==> src/rtl/sprite_regs.sv <==
// sprite_regs: double-buffered sprite position/enable register file.
//
// The CPU writes a shadow copy of each sprite's X, Y and CTRL. Writing the
// COMMIT/STATUS register (address 0x3) arms a pending flag. On the next frame
// pulse that sees the flag set, all shadow values are copied into the active
// set in one edge. This means the display never shows a half-updated sprite
// table.
//
// Ports
//   clk          pixel clock, all logic on the rising edge
//   rst          synchronous, active-high reset
//   frame        one-cycle start-of-frame pulse
//   cpu_we       write strobe, one transfer per cycle
//   cpu_re       read strobe
//   cpu_addr     {sprite index[3:2], slot[1:0]}
//   cpu_wdata    write data
//   cpu_rdata    registered read data, held until the next read
//   cpu_rvalid   one-cycle strobe, cpu_rdata valid
//   spr_x/spr_y  active coordinates, sprite i at [i*CORDW +: CORDW], signed
//   spr_en       active enable per sprite
//   commit_pulse one cycle high when the active set was just updated
//
// Read handshake: there is no ready/backpressure. Every cycle with cpu_re=1
// is accepted. Exactly one cycle later cpu_rvalid is high for one cycle, and
// cpu_rdata carries the shadow value sampled before any same-cycle write.
// cpu_rdata keeps that value until the next accepted read.
//
// Register map per sprite index i:
//   slot 0 X, slot 1 Y, slot 2 CTRL (bit0 = enable),
//   slot 3 COMMIT/STATUS for index 0, otherwise reads 0 and ignores writes.
//   STATUS reads back {pending, frame_cnt[CORDW-2:0]}.
// Indices >= NSPR read 0 and ignore writes.

module sprite_regs #(
    parameter int CORDW = 16,
    parameter int NSPR  = 4
) (
    input  logic                    clk,
    input  logic                    rst,
    input  logic                    frame,
    input  logic                    cpu_we,
    input  logic                    cpu_re,
    input  logic [3:0]              cpu_addr,
    input  logic [CORDW-1:0]        cpu_wdata,
    output logic [CORDW-1:0]        cpu_rdata,
    output logic                    cpu_rvalid,
    output logic [NSPR*CORDW-1:0]   spr_x,
    output logic [NSPR*CORDW-1:0]   spr_y,
    output logic [NSPR-1:0]         spr_en,
    output logic                    commit_pulse
);

    localparam int IW = (NSPR > 1) ? $clog2(NSPR) : 1;

    logic [CORDW-1:0] sh_x  [NSPR];
    logic [CORDW-1:0] sh_y  [NSPR];
    logic             sh_en [NSPR];
    logic [CORDW-1:0] act_x [NSPR];
    logic [CORDW-1:0] act_y [NSPR];
    logic             act_en[NSPR];

    logic             pending;
    logic [CORDW-1:0] frame_cnt;
    logic [CORDW-1:0] rd_mux;

    logic [IW-1:0]    idx;
    logic [1:0]       slot;
    logic             idx_ok;
    logic             is_status;
    logic             do_commit;

    // The counter MSB is kept for wrap behaviour but is not visible in STATUS.
    logic             unused_cnt_msb;
    assign unused_cnt_msb = frame_cnt[CORDW-1];

    assign idx       = cpu_addr[2 +: IW];
    assign slot      = cpu_addr[1:0];
    assign idx_ok    = ({1'b0, cpu_addr[3:2]} < 3'(NSPR));
    assign is_status = (cpu_addr == 4'h3);
    assign do_commit = frame && pending;

    // Read mux sees the current (pre-write) shadow state. A read and write to
    // the same address in one cycle therefore return the old value.
    always_comb begin
        rd_mux = '0;
        if (idx_ok) begin
            case (slot)
                2'd0: rd_mux = sh_x[idx];
                2'd1: rd_mux = sh_y[idx];
                2'd2: rd_mux = {{(CORDW-1){1'b0}}, sh_en[idx]};
                2'd3: rd_mux = is_status ? {pending, frame_cnt[CORDW-2:0]} : '0;
            endcase
        end
    end

    // Shadow registers: CPU writes only.
    always_ff @(posedge clk) begin
        if (rst) begin
            for (int i = 0; i < NSPR; i++) begin
                sh_x[i]  <= '0;
                sh_y[i]  <= '0;
                sh_en[i] <= 1'b0;
            end
        end else if (cpu_we && idx_ok) begin
            case (slot)
                2'd0: sh_x[idx]  <= cpu_wdata;
                2'd1: sh_y[idx]  <= cpu_wdata;
                2'd2: sh_en[idx] <= cpu_wdata[0];
                2'd3: ;
            endcase
        end
    end

    // Active set: copied from the shadow as it was before this edge. A
    // shadow write in the committing cycle therefore waits for the next commit.
    always_ff @(posedge clk) begin
        if (rst) begin
            for (int i = 0; i < NSPR; i++) begin
                act_x[i]  <= '0;
                act_y[i]  <= '0;
                act_en[i] <= 1'b0;
            end
        end else if (do_commit) begin
            for (int i = 0; i < NSPR; i++) begin
                act_x[i]  <= sh_x[i];
                act_y[i]  <= sh_y[i];
                act_en[i] <= sh_en[i];
            end
        end
    end

    // Pending flag. A commit write wins over the clear from a same-cycle
    // frame, so a write that coincides with a frame commits on the next frame.
    always_ff @(posedge clk) begin
        if (rst) begin
            pending      <= 1'b0;
            commit_pulse <= 1'b0;
            frame_cnt    <= '0;
        end else begin
            commit_pulse <= do_commit;
            if (frame) begin
                frame_cnt <= frame_cnt + CORDW'(1);
            end
            if (cpu_we && is_status) begin
                pending <= 1'b1;
            end else if (do_commit) begin
                pending <= 1'b0;
            end
        end
    end

    // Registered read port.
    always_ff @(posedge clk) begin
        if (rst) begin
            cpu_rdata  <= '0;
            cpu_rvalid <= 1'b0;
        end else begin
            cpu_rvalid <= cpu_re;
            if (cpu_re) begin
                cpu_rdata <= rd_mux;
            end
        end
    end

    for (genvar g = 0; g < NSPR; g++) begin : g_pack
        assign spr_x[g*CORDW +: CORDW] = act_x[g];
        assign spr_y[g*CORDW +: CORDW] = act_y[g];
        assign spr_en[g]               = act_en[g];
    end

endmodule

==> config.mk <==
export PLATFORM = sky130hd
export DESIGN_NAME = sprite_regs
export DESIGN_NICKNAME = d
export VERILOG_FILES = /design/src/rtl/sprite_regs.sv
export SDC_FILE = /design/constraint.sdc
export NUM_CORES = 1
export LEC_CHECK = 0
export BUFFER_PORTS_ARGS = -buffer_cell sky130_fd_sc_hd__buf_2
export CORE_MARGIN = 3
export CORE_UTILIZATION = 40
export DETAILED_ROUTE_END_ITERATION = 7
export PLACE_DENSITY = 0.58
export SYNTH_ARGS = -nofsm -noshare
export SYNTH_HDL_FRONTEND = slang
export SYNTH_SLANG_ARGS = --single-unit
==> constraint.sdc <==
create_clock -name clk -period 5.2 [get_ports clk]
set_clock_uncertainty 0.05 [all_clocks]
set_input_delay 0.78 -clock clk [delete_from_list [all_inputs] [get_ports clk]]
set_output_delay 0.78 -clock clk [all_outputs]
set_load 0.02 [all_outputs]
# Yosys cells after proc, flatten, opt, wreduce, memory -nomap -nowiden
# Memory sizes are Yosys's and may differ from the RTL's.
# Index checks and enable logic that the tools add are counted.
# Widths: inputs -> output; s select.
word_totals:
  input_bits: 25
  ff_bits: 35
  mem_bits_rw: 264
  output_inout_bits: 150
  wordCells: 77
  mem_count: 6
op_classes:
  bitwise_logic: 12
  mux: 42
  n_reduce_logical: 7
  eq_ne: 4
  add_sub_neg: 1
memory_table:
  columns: ["name", "words", "width", "read_ports", "rd_clocked_by_memory_dff", "wr", "line_no", "rtl"]
  rows:
  - ["act_x", 4, 16, 4, 0, 4, "58", "logic [CORDW-1:0] act_x [NSPR];"]
  - ["act_y", 4, 16, 4, 0, 4, "59", "logic [CORDW-1:0] act_y [NSPR];"]
  - ["sh_x", 4, 16, 5, 0, 4, "55", "logic [CORDW-1:0] sh_x [NSPR];"]
  - ["sh_y", 4, 16, 5, 0, 4, "56", "logic [CORDW-1:0] sh_y [NSPR];"]
  - ["act_en", 4, 1, 4, 0, 4, "60", "logic act_en[NSPR];"]
  - ["sh_en", 4, 1, 5, 0, 4, "57", "logic sh_en [NSPR];"]
ops:
  columns: ["op", "n"]
  rows:
  - ["$mux 16", 11]
  - ["$pmux 16 s4", 1]
  - ["$reduce_or 16->1", 2]
  - ["$mux 1", 27]
  - ["$add 16x1->16 const B", 1]
  - ["$or 1x1->1", 12]
  - ["$mux 2", 3]
  - ["$eq 2x2->1 const B", 2]
  - ["$eq 4x2->1 const B", 1]
  - ["$eq 2x1->1 const B", 1]
  - ["$logic_and 1x1->1", 2]
  - ["$logic_not 2->1", 1]
  - ["$reduce_bool 2->1", 1]
  - ["$reduce_or 1->1", 1]

# Depth between registers and ports, before layout
# Gate-level depths: netlist (run 1).
logic_depth:
  word_depth: 7
  ltp_mapped: 7
  ltp_nobuf: 4

# Worst setup path after synthesis (run 1)
# OpenSTA, ideal clock, no wires.
synth_timing:
  path_type: "input to register"
  start: "input port rst"
  end: "memory act_en[0], enable pin"
  arrival_ps: 4108
  cell_stages: 2
  setup_time_ps: 514
  path_buffers: 1
  slack_ps: 528
  required_time_ps: 4636
  cell_sequence: "buf_4 -> nand2b_1"
synth_lines:
  columns: ["element", "line_no", "rtl"]
  rows:
  - ["from (decl)", "39", "input logic rst,"]
  - ["to (decl)", "60", null]

# Final worst setup path (run 1)
layout_timing:
  start: "input port cpu_addr[2]"
  end: "register cpu_rdata[8]"
layout_via:
  elab_chain_cells: 3
  elab_cells_between_ends: 5
  classes_between: "eq/ne: 1; mux: 2; memory: 2"
layout_rtl:
  columns: ["element", "line_no", "rtl"]
  rows:
  - ["from (decl)", "43", "input logic [3:0] cpu_addr,"]
  - ["$eq 4x2->1", "79", "assign is_status = (cpu_addr == 4'h3);"]
  - ["$mux 16", "91", "2'd3: rd_mux = is_status ? {pending, frame_cnt[CORDW-2:0]} : '0;"]
  - ["$pmux 16 s4 (*)", "87", "case (slot)"]
  - ["to (signal assigned)", "160", "cpu_rdata <= rd_mux;"]
  - ["to (decl)", "45", "output logic [CORDW-1:0] cpu_rdata,"]
# Mark *: on every way between the ends. The rest lies on a longest branch, timed or not.
# A chain may end at the register's enable or synchronous reset.

==> results by stage, run 1 <==
STA:
- The clock period minus worst slack is 2565 ps.
- The minimum setup slack in the final design is 2635 ps.
- The hold violation total from the final report is 0.
- Dividing the final minimum period by the clock period gives roughly half.
- Setup repair after global routing left no endpoint under its margin.
- The number of setup violations in the final report is 0.
- The final number of max-transition violations came to 0.
- The relative slew slack is ~18%.
- The actual transition at the worst max-transition pin is between 1000 and 1500 ps.
- For this run, the top clock speed supported by timing is 389.9 MHz.
- The final hold slack is between 400 and 500 ps.
- Adding up every negative setup slack in the final design gives 0 ps.

GRT:
- The number of global-route vias before repair is 7530.
- The final global-route overflow total is 0.
- Global routing used 18.29% of the available tracks.
- The global-route wire length before repair is between 40000 and 50000 um.
- The largest net degree at the start of global routing is 72.
- The number of antenna violations at the first check in global routing was 1.

Yosys:
- The number of instances in the synthesized netlist is approximately 810.
- Synthesis produced a netlist with a net count of ~830.
- Counting flops and latches in the post-synthesis netlist gives 298.
- In the synthesized netlist, the cells that appear most often are sky130_fd_sc_hd__edfxtp_1 (264), sky130_fd_sc_hd__and2_1 (228), sky130_fd_sc_hd__clkbuf_1 (36).
- The top cell type by total area after synthesis is sky130_fd_sc_hd__edfxtp_1.
- In the synthesized netlist the dominant register cell turns out to be sky130_fd_sc_hd__edfxtp_1.
- Summed over its instances, the top area cell type makes up 64.50% of the synthesized netlist area.
- The register area share after synthesis is 70.03%.
- The number of enable flip-flop cells after synthesis is approximately 260.
- The total number of yosys warnings is 0.
- Averaged over all synthesized cells, the footprint is 15.25 um2.
- The number of distinct library cells after synthesis is 51.
- The cell with the most instances after synthesis is sky130_fd_sc_hd__edfxtp_1.
- Ranked by total cell area, the synthesized netlist is headed by sky130_fd_sc_hd__edfxtp_1 (64%), sky130_fd_sc_hd__and2_1 (12%), sky130_fd_sc_hd__mux4_2 (5.7%), sky130_fd_sc_hd__dfxtp_1 (5.5%), sky130_fd_sc_hd__and3_1 (1.7%).
- The fraction of synthesis flops using an asynchronous set or reset pin is 0%.
- The area of the mapped netlist is 12290 um2.

Detailed routing:
- The first routing iteration left around 520 violations.
- The highest metal layer with signal wires is met5.
- The first TritonRoute pass finished after 5 iterations.
- After detailed routing, the met2 layer carries roughly 15000 um of wire.
- Detailed routing placed a total of 1722 um of wire on met3.
- The detail-routed net length per standard cell is 21.72 um.
- The remaining antenna violation count is 0.
- After detailed routing, the number of vias per cell comes to 5.168.
- The via count of the routed design is a little over 7000.
- The routed design has 30090 um of wire.
- The detailed router put a total of roughly 13000 um of wire on met1.
- For this run, design rule violations remaining after detail routing come to 0.

Clock tree:
- The number of gates given a new drive strength after cts is 0.
- Clock latency on the worst-skew pair, taken at its later pin, is 560 ps.
- Clock tree synthesis found a total of 298 sinks.
- The TritonCTS buffer count is 31.
- TritonCTS built the clock tree.
- The post-CTS setup repair buffer count is 0.
- The root buffer cell chosen for the clock tree is sky130_fd_sc_hd__clkbuf_16.
- In this run the number of H-tree levels came out at 1.
- The number of hold buffers added after CTS was 0.
- After clock tree synthesis, the clock-pin slew on the worst setup and hold paths is 60 ps.
- The largest buffer count on any clock path is 3.

Outcome:
- The run finished with clean final reports.

Place:
- Routability-driven placement finished with a final weighted congestion of 0.7737.
- The number of buffers inserted by port buffering is roughly 170.
- The instance area at placement is 13520 um2.
- Detailed placement finished with a half-perimeter wire length of 19670 um.
- The number of placed cells counting well taps is 1328.
- The pre-CTS setup slack is 2003 ps.

Final layout:
- Relative to the synthesized area, the layout overhead comes to 17.88%.
- The area of all placed cells without fillers is 14490 um2.
- The number of nets in the finished design is 997.
- The diode insertion count for antenna repair is 0.
- The final instance count without filler cells is 1385.
- The share of cells above drive strength 1 is 28.14%.

Critical path:
- The slowest library cell on the worst path is sky130_fd_sc_hd__buf_2.
- The worst setup path is launched from an input port.
- The worst stage delay on the critical path is 560 ps.
- The capturing element type of the critical path is a flip-flop.
- The worst endpoint data arrival time is 2940 ps.
- Walking the worst path, the cells encountered are buf_2 -> buf_4 -> mux4_2 -> a221oi_1 -> nor3_1.
- The worst setup path is of the in -> reg kind.
- The cell family with the largest share of critical-path delay is buffers and inverters.
- The maximum net fanout on the critical path is 26.
- The required time at the worst-slack endpoint is 5570 ps.
- The number of buffer and inverter stages on the critical path is 2.

Die:
- The x dimension of the die is between 150 and 200 um.
- The die is 181.3 um tall.
- 175 I/O pins were placed.
- The total number of placement rows is 63.
- The floorplan core area is 29950 um2.
- For this configuration, the core starts out at a cell density of 41.04%.
- The die covers 32870 um2.

Pwr:
- Dividing total power by cell area gives a power density of 363.4 nW/um2.
- The maximum resistive drop on vdd is 286.0 uV.
- The leakage power of the design is 5.671 nW.

Run:
- The count of max-cap constraint violations is 0.

Worst hold path:
- The class of the tightest hold or removal check is reg -> reg.
-- registers in the layout, indices dropped and copies added, names as in the netlist, 4 cells and up --
name	cells
sh_x	64
sh_y	64
sh_en	4
act_en	4
act_x	64
cpu_rdata	16
frame_cnt	15
act_y	64
-- power breakdown --
part | total, W | internal, W | switching, W
clock network | 0.00212 | 0.00123 | 0.000892
registers | 0.00279 | 0.00272 | 0.0000644
logic | 0.000357 | 0.000121 | 0.000236
total | 0.00527 | 0.00407 | 0.00119
-- per-stage QoR --
stage | utilization, % | total power [W]
finish | 48.38 | 0.005265
global route | 48.38 | 0.005454
CTS | 48.38 | 0.005317
detailed placement | 45.15 | 0.003200
global placement | 45.15 | 0.003197
floorplan | - | 0.003041
-- layout make-up --
class	instances	area, um2
flip-flops and latches	298	8608
inverters	5	18.77
clock inverters	15	120.1
clock buffers	42	847.1
multi-input cells	447	3420
well taps	390	488.0
fillers	2665	15460
repair buffers	188	988.4
-- logic make-up after synthesis --
family	after synthesis	share of synthesized area, %
adders and majority gates	1	0.1018
buffers and inverters	61	2.412
and+or+nand+nor	343	17.21
xor gates and xnor gates	10	0.7125
AOI/OAI and AO/OA	57	3.430
muxes	36	6.097
DFF	298	70.03
-- worst paths after layout --
| path | from | end | slack [ps] | cells after the start |
|---|---|---|---|---|
| setup / recovery | cpu_addr[2] | cpu_rdata[8] | 2640 | 5 |
| hold / removal | cpu_rdata[0] | cpu_rdata[0] | 450 | 2 |
| setup reg to reg | pending | act_y[3][0] | 2900 | 4 |
| hold reg to reg | cpu_rdata[0] | cpu_rdata[0] | 450 | 2 |
-- worst reg2reg max path: cells and delay by family (launching register included) --
family	cells	cell delay (ps)
simple gates	3	1290
buf+inv	1	440
flops	1	380
-- cells in the final DEF, fill, tap and decap left out, types with 8 or more instances in the layout --
cell type / Yosys / routed
sky130_fd_sc_hd__dfxtp_1: 34 / 34
sky130_fd_sc_hd__mux4_2: 31 / 31
sky130_fd_sc_hd__buf_4: 7 / 13
sky130_fd_sc_hd__and2_1: 228 / 228
sky130_fd_sc_hd__nor2_1: 22 / 20
sky130_fd_sc_hd__buf_2: 9 / 174
sky130_fd_sc_hd__nand2_1: 8 / 8
sky130_fd_sc_hd__nor3_1: 19 / 19
sky130_fd_sc_hd__clkbuf_1: 36 / 8
sky130_fd_sc_hd__and3_1: 34 / 34
sky130_fd_sc_hd__clkbuf_16: 0 / 31
sky130_fd_sc_hd__edfxtp_1: 264 / 264
sky130_fd_sc_hd__o22ai_1: 15 / 15
sky130_fd_sc_hd__a221oi_1: 15 / 15
-- metal layers --
metal,GRT usage [%],vias up
li1,-,3312
met1,24.48,3578
met2,30.87,223
met3,3.201,43
met4,5.210,2
met5,0,-
No activity file was read; power rests on OpenSTA's default activity.
==> inputs of run 2 (changes only) <==
--- a/config.mk
+++ b/config.mk
@@ -9,7 +9,7 @@
 export CORE_MARGIN = 3
 export CORE_UTILIZATION = 40
 export DETAILED_ROUTE_END_ITERATION = 7
-export PLACE_DENSITY = 0.58
+export PLACE_DENSITY = 0.6
 export SYNTH_ARGS = -nofsm -noshare
 export SYNTH_HDL_FRONTEND = slang
 export SYNTH_SLANG_ARGS = --single-unit
==> constraint.sdc (replaced) <==
create_clock -name clk -period 2.3 [get_ports clk]
set_clock_uncertainty 0.05 [all_clocks]
set_input_delay 0.345 -clock clk [delete_from_list [all_inputs] [get_ports clk]]
set_output_delay 0.345 -clock clk [all_outputs]
set_load 0.02 [all_outputs]
==> run 2 against run 1 <==
  * Design area grew 1.2%
  * Power up 130%
  * Final cell count grew 0.65%
  * Highest routed layer unchanged
==> results by stage, run 2 (same netlist as run 1, synthesis figures left out) <==
Critical path:
- The cell family with the largest share of critical-path delay is simple AND/OR/NAND/NOR gates.
- In this design, the stage delay of the slowest critical-path cell is 510 ps.
- The sort of element at the start of the critical path is a flip-flop.
- The worst endpoint data arrival time is 2110 ps.
- In this run the worst path has a maximum fanout of 6.
- STA puts the critical path data required time at 2730 ps.
- The capturing element type of the critical path is a flip-flop.
- The number of buffers and inverters on the critical path is 0.
- Traced cell by cell, the critical path runs through nand4_4 -> nor4_4 -> or3b_1 -> a21oi_1.
- The slowest library cell on the worst path is sky130_fd_sc_hd__dfxtp_1.
- The setup path with the least slack is of type reg -> reg.

Die:
- The area of the die is 32870 um2.
- The initial core utilization is 41.04%.
- The total number of placement rows is 63.
- The count of pins on the block boundary is between 150 and 200.
- The height of the chip is 181.3 um.
- The x dimension of the die is 181.3 um.
- In this run the standard cell core region covers about 30000 um2.

Detailed routing:
- For this run, design rule violations remaining after detail routing come to 0.
- The detail-routed net length per standard cell is 21.44 um.
- Wires add up to 29890 um.
- In this run the remaining antenna-violating nets after routing total 0.
- The first TritonRoute pass finished after 4 iterations.
- For this block, the initial DRC count from the detailed router was 558.
- Detailed routing inserted a total of roughly 7200 vias.
- In the routed layout, each cell is associated on average with a via count of between 5 and 6.

STA:
- Once routing completed, OpenROAD measured the worst setup slack at 615.7 ps.
- Setup violations remaining at the end of the flow were counted as 0.
- Measured against its own limit, the worst slew margin works out to 12.86%.
- The hold violation total from the final report is 0.
- At the pin with the least slew margin, the transition time is approximately 1300 ps.
- The final number of max-transition violations came to 0.
- The achievable frequency is 593.7 MHz.
- Setup repair after global routing left no endpoint under its margin.
- The final setup TNS is 0 ps.
- The worst path uses between 70% and 80% of the clock period.
- The clock period minus worst slack is ~1700 ps.

GRT:
- The first global-routing pass estimated 45260 um of wire.
- The number of global-route vias before repair is 7354.
- Global routing consumed, on the met1 layer, 23.61% of the routing resources.
- The met3 usage is 3.322%.
- The largest net degree at the start of global routing is 94.
- The number of antenna violations at the first check in global routing came to 1.
- The final global-route overflow total is 0.
- For met2 alone, demand over resource in global routing was 30.04%.
- The most congested layer reported by global routing is met2.
- Global routing consumed, over all layers together, 17.84% of the routing resources.

Final layout:
- The top cell types in the final layout, fill and taps aside, are sky130_fd_sc_hd__edfxtp_1 (264), sky130_fd_sc_hd__and2_1 (228), sky130_fd_sc_hd__buf_2 (174).
- After the last flow step, the layout net total stands at slightly above 1000.
- Relative to the synthesized area, the layout overhead comes to 19.27%.
- The repair_antennas step left the layout with diodes totalling 0.
- Of the cells placed in the final design, the portion with a size suffix greater than 1 is 29.18%.
- The library cell used most frequently in the layout, excluding fill and tap cells, is sky130_fd_sc_hd__edfxtp_1.

Worst hold path:
- The path class of the tightest hold or removal check is in -> reg.

Clock tree:
- In this run the number of H-tree levels came out at 1.
- The TritonCTS buffer count is 30.
- The number of gates given a new drive strength after cts is 0.
- In this run the post-CTS setup repair buffer count came out at 0.
- The clock latency on the worst-skew pair is 550 ps.
- The post-CTS clock slew at the launch and capture registers of the worst setup and hold paths is 60 ps.
- The clock tree from TritonCTS is yes.
- Buffers inserted to repair hold after CTS numbered 0.
- The cell chosen for the clock root is sky130_fd_sc_hd__clkbuf_16.
- The largest buffer count on any clock path is 3.
- The TritonCTS sink count is 298.

Place:
- The final weighted congestion in routability-driven placement is 0.8473.
- At the placement stage, the worst setup path has a slack of 130.4 ps.
- The number of buffers inserted by port buffering is 174.
- After legalization and detailed placement, the total HPWL measured 20020 um.

Pwr:
- In this run the static leakage power is 5.755 nW.
- In this run the power density over the cells is 818.4 nW/um2.
- The worst-case IR drop observed on VDD is 583.1 uV.

Run:
- The count of max-cap constraint violations is 0.

Outcome:
- The run finished with clean final reports.
## run 2: where the power goes
group          total (W)  internal [W]  switching [W]  leakage (nW)
registers        0.00628       0.00615       0.000129          2.90
clock network    0.00486       0.00288        0.00198         0.474
logic           0.000856      0.000300       0.000555          2.38
total             0.0120       0.00933        0.00267          5.76
## run 2: worst paths after layout
kind / startpoint / end / slack (ps) / depth (start not counted)
min reg2reg: frame_cnt[14] / frame_cnt[14] / 440 / 2
min: cpu_we / pending / 100 / 3
max reg2reg: frame_cnt[2] / frame_cnt[13] / 620 / 4
max: frame_cnt[2] / frame_cnt[13] / 620 / 4
## run 2: area by class of cell
cell class / count / area, um2
clock buffers: 36 / 794.5
clock inverters: 16 / 175.2
fillers: 2670 / 15290
inverters: 5 / 18.77
multi-input cells: 447 / 3420
flip-flops and latches: 298 / 8608
well taps: 390 / 488.0
repair buffers: 202 / 1156
## run 2: worst min-delay path, cell delays in order
cell,delay (ps)
sky130_fd_sc_hd__buf_2,150
sky130_fd_sc_hd__a21oi_1,80
sky130_fd_sc_hd__nor2_1,80
## run 2: metrics by stage
step | total power, W | utilization, % | instance area (um2) | instances | hold WS [ps]
floorplan | 0.006864 | - | 12300 | 806 | 378.3
global placement | 0.007260 | 45.71 | 13690 | 1342 | 427.0
detailed placement | 0.007264 | 45.71 | 13690 | 1342 | 435.5
CTS | 0.01213 | 48.94 | 14660 | 1394 | 66.37
global route | 0.01241 | 48.94 | 14660 | 1394 | 111.5
finish | 0.01200 | 48.94 | 14660 | 1394 | 103.7
## run 2: routing by layer
layer | wire length [um] | vias up
met5 | 13 | -
met4 | 829 | 2
met3 | 1699 | 48
met2 | 14670 | 221
met1 | 12680 | 3580
li1 | - | 3324
